--- src/rtl/mdl_reg_lfo.sv ---
// Host write port and LFO register bank feeding mdl_lfo.
// Asynchronous bus strobes are synchronized, then committed on the phi1 grid.
`timescale 1ns/1ps
module mdl_reg_lfo #(
  parameter int BUSY_CYCLES = 64
) (
  input  logic       i_EMUCLK,
  input  logic       i_MRST,
  input  logic       i_phi1_NCEN_n,
  input  logic       i_CS_n,
  input  logic       i_WR_n,
  input  logic       i_A0,
  input  logic [7:0] i_D,
  output logic       o_BUSY,
  output logic [7:0] o_TEST,
  output logic [7:0] o_LFRQ,
  output logic [6:0] o_AMD,
  output logic [6:0] o_PMD,
  output logic [1:0] o_CT,
  output logic [1:0] o_W,
  output logic       o_LFRQ_UPDATE_n
);
  localparam int CW = $clog2(BUSY_CYCLES + 1);
  localparam logic [CW-1:0] BUSY_LD = CW'(BUSY_CYCLES);

  // strobe carried active-low so the sync chain idles high
  logic       wr_n;
  logic       wr_n_s1, wr_n_s2, wr_n_s3;
  logic       a0_s1, a0_s2;
  logic [7:0] d_s1, d_s2;
  logic       wr_evt;
  logic       tick;

  assign wr_n   = i_CS_n | i_WR_n;
  assign wr_evt = wr_n_s3 & ~wr_n_s2;
  assign tick   = ~i_phi1_NCEN_n;

  always_ff @(posedge i_EMUCLK) begin
    if (i_MRST) begin
      wr_n_s1 <= 1'b1;
      wr_n_s2 <= 1'b1;
      wr_n_s3 <= 1'b1;
      a0_s1   <= 1'b0;
      a0_s2   <= 1'b0;
      d_s1    <= 8'h00;
      d_s2    <= 8'h00;
    end else begin
      wr_n_s1 <= wr_n;
      wr_n_s2 <= wr_n_s1;
      wr_n_s3 <= wr_n_s2;
      a0_s1   <= i_A0;
      a0_s2   <= a0_s1;
      d_s1    <= i_D;
      d_s2    <= d_s1;
    end
  end

  logic [7:0]    addr;
  logic [7:0]    pend_d;
  logic          pending;
  logic          start;
  logic [CW-1:0] cnt;

  always_ff @(posedge i_EMUCLK) begin
    if (i_MRST) begin
      addr    <= 8'h00;
      pend_d  <= 8'h00;
      pending <= 1'b0;
      start   <= 1'b0;
      cnt     <= '0;
      o_BUSY  <= 1'b0;
    end else begin
      start <= 1'b0;
      if (tick && pending)
        pending <= 1'b0;
      // pending only rises on the capture cycle, so a same-cycle tick never commits it
      if (wr_evt) begin
        if (!a0_s2)
          addr <= d_s2;
        else if (!o_BUSY) begin
          pend_d  <= d_s2;
          pending <= 1'b1;
          start   <= 1'b1;
        end
      end
      if (start) begin
        o_BUSY <= 1'b1;
        cnt    <= BUSY_LD;
      end else if (tick && cnt != '0)
        cnt <= cnt - 1'b1;
      else if (cnt == '0)
        o_BUSY <= 1'b0;
    end
  end

  always_ff @(posedge i_EMUCLK) begin
    if (i_MRST) begin
      o_TEST          <= 8'h00;
      o_LFRQ          <= 8'h00;
      o_AMD           <= 7'h00;
      o_PMD           <= 7'h00;
      o_CT            <= 2'b00;
      o_W             <= 2'b00;
      o_LFRQ_UPDATE_n <= 1'b1;
    end else if (tick) begin
      // an LFRQ commit on this tick overrides releasing the previous pulse
      o_LFRQ_UPDATE_n <= ~(pending && addr == 8'h18);
      if (pending) begin
        case (addr)
          8'h01: o_TEST <= pend_d;
          8'h18: o_LFRQ <= pend_d;
          8'h19: begin
            if (pend_d[7]) o_PMD <= pend_d[6:0];
            else           o_AMD <= pend_d[6:0];
          end
          8'h1B: begin
            o_CT <= pend_d[7:6];
            o_W  <= pend_d[1:0];
          end
          default: ;
        endcase
      end
    end
  end
endmodule

--- config.mk ---
export PLATFORM = sky130hd
export DESIGN_NAME = mdl_reg_lfo
export DESIGN_NICKNAME = d
export VERILOG_FILES = /design/src/rtl/mdl_reg_lfo.sv
export SDC_FILE = /design/constraint.sdc
export NUM_CORES = 1
export LEC_CHECK = 0
export BUFFER_PORTS_ARGS = -buffer_cell sky130_fd_sc_hd__buf_2
export CAP_MARGIN = 30
export CORE_MARGIN = 5
export CORE_UTILIZATION = 47
export DETAILED_ROUTE_END_ITERATION = 7
export PLACE_DENSITY = 0.69
export SLEW_MARGIN = 10
export SYNTH_ARGS = -nofsm -noshare
export SYNTH_HDL_FRONTEND = slang
export SYNTH_SLANG_ARGS = --single-unit
--- constraint.sdc ---
create_clock -name i_EMUCLK -period 3.6 [get_ports i_EMUCLK]
set_clock_uncertainty 0.2 [all_clocks]
set_input_delay 1.08 -clock i_EMUCLK [delete_from_list [all_inputs] [get_ports i_EMUCLK]]
set_output_delay 1.08 -clock i_EMUCLK [all_outputs]
set_load 0.02 [all_outputs]
# Word-level counts from Yosys, hierarchy flattened

Cells that the tools add are included.

Logic and storage cells: 63
Flip-flop bits (word level): 82
Output and inout bits: 36
Input bits: 14

Reduce and logical (&&, ||, !) cells: 17
Mux-type cells: 10
Bitwise logic cells: 9
Eq/ne operators: 5
Add/sub/neg operators: 1

Operators with widths:

| operator                                                               | number |
|---|---|
| 8-bit by 5-bit equality test with 1-bit output (second input constant) | 3 |
| 7-bit 2-to-1 mux                                                       | 2 |
| 3-bit AND reduction                                                    | 4 |
| 8-bit by 1-bit equality test with 1-bit output (second input constant) | 1 |
| 1-bit 2-to-1 mux                                                       | 8 |
| 4-bit AND reduction                                                    | 2 |
| 7-bit logical NOT                                                      | 1 |
| 1-bit inverter                                                         | 7 |
| 7-bit nonzero test                                                     | 1 |
| 7-bit by 1-bit subtractor with 7-bit output (second input constant)    | 1 |
| 2-bit AND reduction                                                    | 2 |
| 2-bit nonzero test                                                     | 2 |
| 1-bit logical AND                                                      | 3 |
| 3-bit OR reduction                                                     | 1 |
| 2-bit inequality test (second input constant)                          | 1 |
| 2-bit OR reduction                                                     | 1 |
| 1-bit AND                                                              | 1 |
| 1-bit bitwise OR                                                       | 1 |

# Longest topological paths before layout

Gate-level depths: netlist (run 1).

Depth after elaboration: 6
Depth in mapped cells: 6
Depth with buffers taken out: 6

# Least setup slack after synthesis (run 1)

No wires, ideal clock.

Path type: in2reg
From: input port i_phi1_NCEN_n
To: register cnt[6]
Setup slack: 1.224 ns
Buffers on the path: 0
Arrival time: 2.048 ns
Stages on the path: 4
Required time: 3.272 ns
Cells stage by stage: or4b_1 -> or3_1 -> a21oi_1 -> nor2_1

Longest elaborated chain between the ends: 3

RTL lines:

| element                             | RTL line | text |
|---|---|---|
| start: declaration                  | 9        | `input logic i_phi1_NCEN_n,` |
| 1-bit inverter (no source line)     | --       |  |
| 1-bit logical AND                   | 89       | `end else if (tick && cnt != '0)` |
| 2-bit nonzero test (no source line) | --       |  |
| end signal: assignment              | 90       | `cnt <= cnt - 1'b1;` |
| end: declaration                    | 62       | `logic [CW-1:0] cnt;` |

No other way between the ends.
A chain may end at the register's enable or synchronous reset.

# Worst setup path after layout (run 1)

From: input port i_phi1_NCEN_n
To: register o_LFRQ[0]

Longest elaborated chain between the ends: 2

RTL lines:

| element                              | RTL line | text |
|---|---|---|
| 1-bit inverter (no source line)      | --       |  |
| 3-bit AND reduction (no source line) | --       |  |
| end signal: assignment               | 111      | `8'h18: o_LFRQ <= pend_d;` |
| end: declaration                     | 16       | `output logic [7:0] o_LFRQ,` |

No other way between the ends.

==> results of run 1 <==
[synth_stat cells (3+ instances only)]
master    count
nor2_1       50
or3_1         4
a21oi_1      16
buf_2         3
inv_1         3
clkbuf_1     10
dfxtp_1      82
nor2b_1      18
or2_2         3
nand2_1      20
mux2i_1      42
[cells by family after synthesis]
kind of cell               synth area share, %
muxes                                     14.5
DFF                                       56.7
buffers and inverters                     2.60
AOI/OAI and AO/OA                         3.85
xor gates and xnor gates                 0.303
adders and majority gates                0.432
and+or+nand+nor                           21.5
[power groups by stage]
stage	clock (mW)	sequential [mW]	combinational, mW
detailed placement	0	1.01	0.234
CTS	0.680	0.989	0.234
global placement	0	1.01	0.229
global route	0.727	0.999	0.268
finish	0.660	0.989	0.233
floorplan	0	1.00	0.194
[flip-flops by register name, summed over array words and instances (netlist names), 2 cells and up]
name and count:
addr 8, cnt 7, d_s1 8, d_s2 8, o_AMD 7, o_CT 2, o_LFRQ 8, o_PMD 7
o_TEST 8, o_W 2, pend_d 8
[per-layer routing]
metal | global-route usage (%) | up-vias
li1 | - | 1035
met1 | 20.0 | 944
met2 | 22.5 | 42
met3 | 4.19 | 9
met4 | 7.01 | 0
met5 | 0 | -
[worst register-to-register path: stages (launching register included)]
cell     delay, ps
dfxtp_1        340
nor4_4         410
nand3_1        500
mux2i_1        290
nor2_1          60
[worst max-delay path by stage]
stage	depth (start not counted)	slack [ps]	to
6_report	5	1070	o_LFRQ[0]
5_1_grt	5	940	o_LFRQ[6]
4_1_cts	5	1040	o_AMD[3]
3_5_place_dp	5	680	o_AMD[3]
3_3_place_gp	5	770	o_AMD[6]
2_1_floorplan	4	1220	cnt[6]
[metrics by stage]
stage	setup WS, ps	cell area (µm²)	power [mW]	hold slack [ps]	cells
floorplan	1220	2890	1.19	189	280
global placement	773	3190	1.24	192	392
detailed placement	681	3190	1.24	197	392
CTS	1040	3390	1.90	216	408
global route	935	3390	1.99	230	408
finish	1070	3390	1.88	212	408
[layout make-up]
| class | count | area (µm²) | share of cell area (%) |
|---|---|---|---|
| Clock buffer | 11 | 151 | 4.46 |
| Clock inverter | 5 | 52.6 | 1.55 |
| Inverter | 3 | 11.3 | 0.332 |
| Multi-Input combinational cell | 180 | 1180 | 34.6 |
| Sequential cell | 82 | 1640 | 48.4 |
| Tap cell | 75 | 93.8 | 2.76 |
| Timing Repair Buffer | 52 | 268 | 7.89 |
==> impl_results.md, run 1 <==
* Gpl congestion at 0.820
* Switch Pwr at 467 µW
* CTS tree: built
* Die height at between 80 and 90 µm
* Launch point of the worst reg-to-reg path: addr[7]
* Maximum vdd ir drop at 0.332 mV
* Metal2 WL at 2450 µm
* Via count at slightly above 2000
* Die X at around 88 µm
* Worst R2R Setup Slack at 1650 ps
* Uppermost layer routed: met4
* Layout cells sized above 1 at between 20% and 30%
* WP data arrival at 2530 ps
* CP Cell Sequence: buf_2 > nor4_4 > nand3_1 > mux2i_1 > nor2_1
* Fill cells at 540
* Final setup vio count at 0
* Achievable Freq at between 300 and 400 MHz
* Clk pwr share at 35.1%
* Starting Density at around half
* Family with the most delay on the worst path: simple AND/OR/NAND/NOR gates
* Fin crit share at 70.4%
* Ports at 50
* Largest area contributor in the netlist: dfxtp_1
* Most frequent cells in the layout: dfxtp_1 (82), nor2_1 (50), buf_2 (49), mux2i_1 (42), nand2_1 (20)
* Ys flop type: dfxtp_1
* DRT Pass-1 Iters at 5
* Longest Clk Path Bufs at 2
* Crit-path slowest cell: nand3_1
* Top cells by area, synth: dfxtp_1 (57%), mux2i_1 (15%), nor2_1 (6.5%)
* R2R cell count at 4
* Lkg Pwr at 1.62 nW
* Post-CTS setup buffers at 0
* Cell Area, Synth at 2890 µm²
* Number of global-route vias before repair at 1861
* Number of synthesized register bits at 82
* HP Class: flip-flop to flip-flop
* Yosys cell types at 37
* Util after Layout at 57.0%
* WL met3 at 260 µm
* Post-synthesis sequential area ratio at 56.7%
* Core area at 5960 µm²
* Min cycle time layout at around 2500 ps
* FF-to-FF End: o_LFRQ[0]
* Clock root buffer: clkbuf_8
* Wl on met1 at 2530 µm
* First-pass GRT wire length at 8980 µm
* Nets at roughly 340
* DP Wirelength at 3800 µm
* Port Buffers at 49
* Pin count of the biggest net entering global routing at 40
* Post-synth EDFFs at 0
* Worst-path clk slew at 70 ps
* Worst-Skew Late Latency at about 330 ps
* # hold bufs at CTS at 0
* CTS Sinks at 82
* Worst slew pin tran at 640 ps
* Slew margin rel. at 57.3%
* Post-route ant nets at 0
* Largest fanout on the critical path at 9
* WHS Path Cells at 1
* Critical path class: input pin to flip-flop
* PwrDens at 555 nW/µm²
* Setup crit end kind: flip-flop
* Status: completed
* CTS buffer count at 9
* CP Data Required Time at about 3600 ps
* DRT iter0 DRCs at a little over 80
* Slowest stage delay, CP at 500 ps
* Die area at approximately 8000 µm²
* Num rows at 28
* Min-delay src: wr_n_s1
* Int Pwr at 1.41 mW
* Warnings from Yosys at 0
* Min-Delay Endpoint: wr_n_s2
* Post-cts gate resize count at 0
* Grt ovf at 0
* Ant diodes at 0
* DRC at 0
* H-tree levels at 3
* # Max-Cap Violations at 0
* Ys async rst share at 0%
* Reg power frac at 52.6%
* Slew Viols, Final at 0
* CP startpoint kind: input pin
* Unrepaired setup endpoints after global routing: false
* Final Hold Violating Endpoints at 0
* Setup TNS at 0 ps
* Worst Path Buf+Inv at 1
* Tot GR Track Use at between 10% and 20%
* Final WL at 5350 µm
* Syn_nets at 295
* Mapped Cells at 280
* Vias per cell at 4.98
* Comb power frac at between 10% and 20%
* CP startpoint: i_phi1_NCEN_n
* Syn avg cell area at just over 10 µm²
* Routed length per instance at 13.1 µm
* Sw Share at 24.8%
* P&R area growth vs syn at 17.3%
* Commonest non-fill, non-tap cell in the layout: dfxtp_1
* Initial antenna violation count at 0
* Yosys top cell area share at 56.7%
Note: power is estimated with default switching activity, not from simulation.
==> run 2, diff against run 1 <==
--- a/config.mk
+++ b/config.mk
@@ -10,7 +10,7 @@
 export CORE_MARGIN = 5
 export CORE_UTILIZATION = 47
 export DETAILED_ROUTE_END_ITERATION = 7
-export PLACE_DENSITY = 0.69
+export PLACE_DENSITY = 0.71
 export SLEW_MARGIN = 10
 export SYNTH_ARGS = -nofsm -noshare
 export SYNTH_HDL_FRONTEND = slang
==> constraint.sdc (replaced) <==
create_clock -name i_EMUCLK -period 2.1 [get_ports i_EMUCLK]
set_clock_uncertainty 0.2 [all_clocks]
set_input_delay 0.63 -clock i_EMUCLK [delete_from_list [all_inputs] [get_ports i_EMUCLK]]
set_output_delay 0.63 -clock i_EMUCLK [all_outputs]
set_load 0.02 [all_outputs]
==> impl_results.md, run 2 (synthesis gave the netlist of run 1 again) <==
* Status: completed
* Commonest non-fill, non-tap cell in the layout: dfxtp_1
* Die X at 88.5 µm
* FF-to-FF End: cnt[6]
* Fill cells at about 530
* Final WL at around 5500 µm
* CTS buffer count at 9
* Launch point of the worst reg-to-reg path: cnt[0]
* Most frequent cells in the layout: dfxtp_1 (82), nor2_1 (50), buf_2 (49), mux2i_1 (42), nand2_1 (20)
* Final setup vio count at 0
* Via count at 2017
* # hold bufs at CTS at 0
* Ports at 50
* WHS Path Cells at 1
* Final Hold Violating Endpoints at 0
* WP data arrival at approximately 1900 ps
* Routed length per instance at 13.2 µm
* Initial antenna violation count at 0
* Fin crit share at 89.3%
* Min-Delay Endpoint: wr_n_s2
* CTS Sinks at 82
* Critical path class: flip-flop to flip-flop
* Unrepaired setup endpoints after global routing: false
* GR met2 Demand/Resource at between 20% and 30%
* DRT Pass-1 Iters at 4
* DRT iter0 DRCs at 120
* Num rows at 28
* Total power at roughly 3.2 mW
* Achievable Freq at 533 MHz
* Worst R2R Setup Slack at 230 ps
* Port Buffers at slightly below 50
* HP Class: flip-flop to flip-flop
* Core area at 5960 µm²
* # Max-Cap Violations at 0
* Worst-path clk slew at 80 ps
* Clock root buffer: clkbuf_8
* P&R area growth vs syn at 19.5%
* PwrDens at 940 nW/µm²
* DRC at 0
* Die area at around 7800 µm²
* Worst slew pin tran at 496 ps
* CP Data Required Time at ~2100 ps
* DP Wirelength at approximately 3900 µm
* Ant diodes at 0
* Pin count of the biggest net entering global routing at 32
* R2R cell count at 6
* Post-CTS setup buffers at 0
* Nets at 351
* Post-route ant nets at 0
* Number of global-route vias before repair at around 2000
* Layout cells sized above 1 at 24.6%
* Gpl congestion at 0.746
* GRT met1 Usage at 19.2%
* Slew margin rel. at 66.7%
* H-tree levels at 3
* Setup crit end kind: flip-flop
* Largest fanout on the critical path at 4
* First-pass GRT wire length at 9090 µm
* Post-cts gate resize count at 0
* Slew Viols, Final at 0
* GR peak layer: met2
* Starting Density at 48.6%
* Min cycle time layout at about 1900 ps
* Maximum vdd ir drop at 0.460 mV
* Longest Clk Path Bufs at 2
* Area post-placement at 3250 µm²
* Tot GR Track Use at 15.5%
* Die height at 88.5 µm
* Util after Layout at just under 60%
* CP startpoint kind: flip-flop
* CTS tree: built
* Grt ovf at 0
* Lkg Pwr at roughly 1.7 nW
* M3 GR Usage at around 4.3%
* Worst-Skew Late Latency at 350 ps
* Design area at 3460 µm²
* Min-delay src: wr_n_s1
* Vias per cell at 4.85
[run 2: changes by cell type in the layout (fill, tap and decap cells not counted)]
cell,change
clkbuf_1,+1
clkinvlp_4,+1
buf_4,+8
clkinv_2,-2
[run 2: per-layer routing]
metal / vias up / routed length [µm] / part of all wire, %
met2: 33 / 2540 / 46
met1: 930 / 2590 / 47
met5: - / 0 / 0
li1: 1043 / - / -
met4: 0 / 133 / 2.4
met3: 11 / 237 / 4.3
[run 2: critical path, cell delays in order (launching register included)]
cell	delay [ps]
dfxtp_1	340
inv_1	70
ha_1	180
or4b_1	470
or3_1	320
a21oi_1	140
nor2_1	50
[run 2: power by group]
part           internal [mW]  switching (mW)
Clock                  0.612           0.535
Sequential              1.63          0.0641
Combinational          0.194           0.213
[run 2: per-stage QoR]
step	setup WS [ps]	instances	hold slack [ps]	TNS, ps
global placement	-1.42	400	194	-1.42
floorplan	174	280	189	0
finish	226	416	216	0
CTS	223	416	220	0
global route	129	416	238	0
detailed placement	-14.5	400	198	-25.4
[run 2: worst max-delay path by stage]
stage	startpoint	end	slack, ps
after global routing	cnt[0]	cnt[6]	130
after detailed placement	i_phi1_NCEN_n	cnt[6]	-10
after global placement	i_phi1_NCEN_n	cnt[6]	-1
after floorplan	i_phi1_NCEN_n	cnt[6]	170
after CTS	cnt[0]	cnt[6]	220
final	cnt[0]	cnt[6]	230
[run 2: cell type report]
type | count | area (µm²) | area share (%)
clock buffers | 12 | 155 | 4.49
well taps | 75 | 93.8 | 2.72
repair buffers | 60 | 328 | 9.49
flip-flops and latches | 82 | 1640 | 47.5
inverters | 3 | 11.3 | 0.326
clock inverters | 4 | 50.0 | 1.45
multi-input cells | 180 | 1180 | 34.0
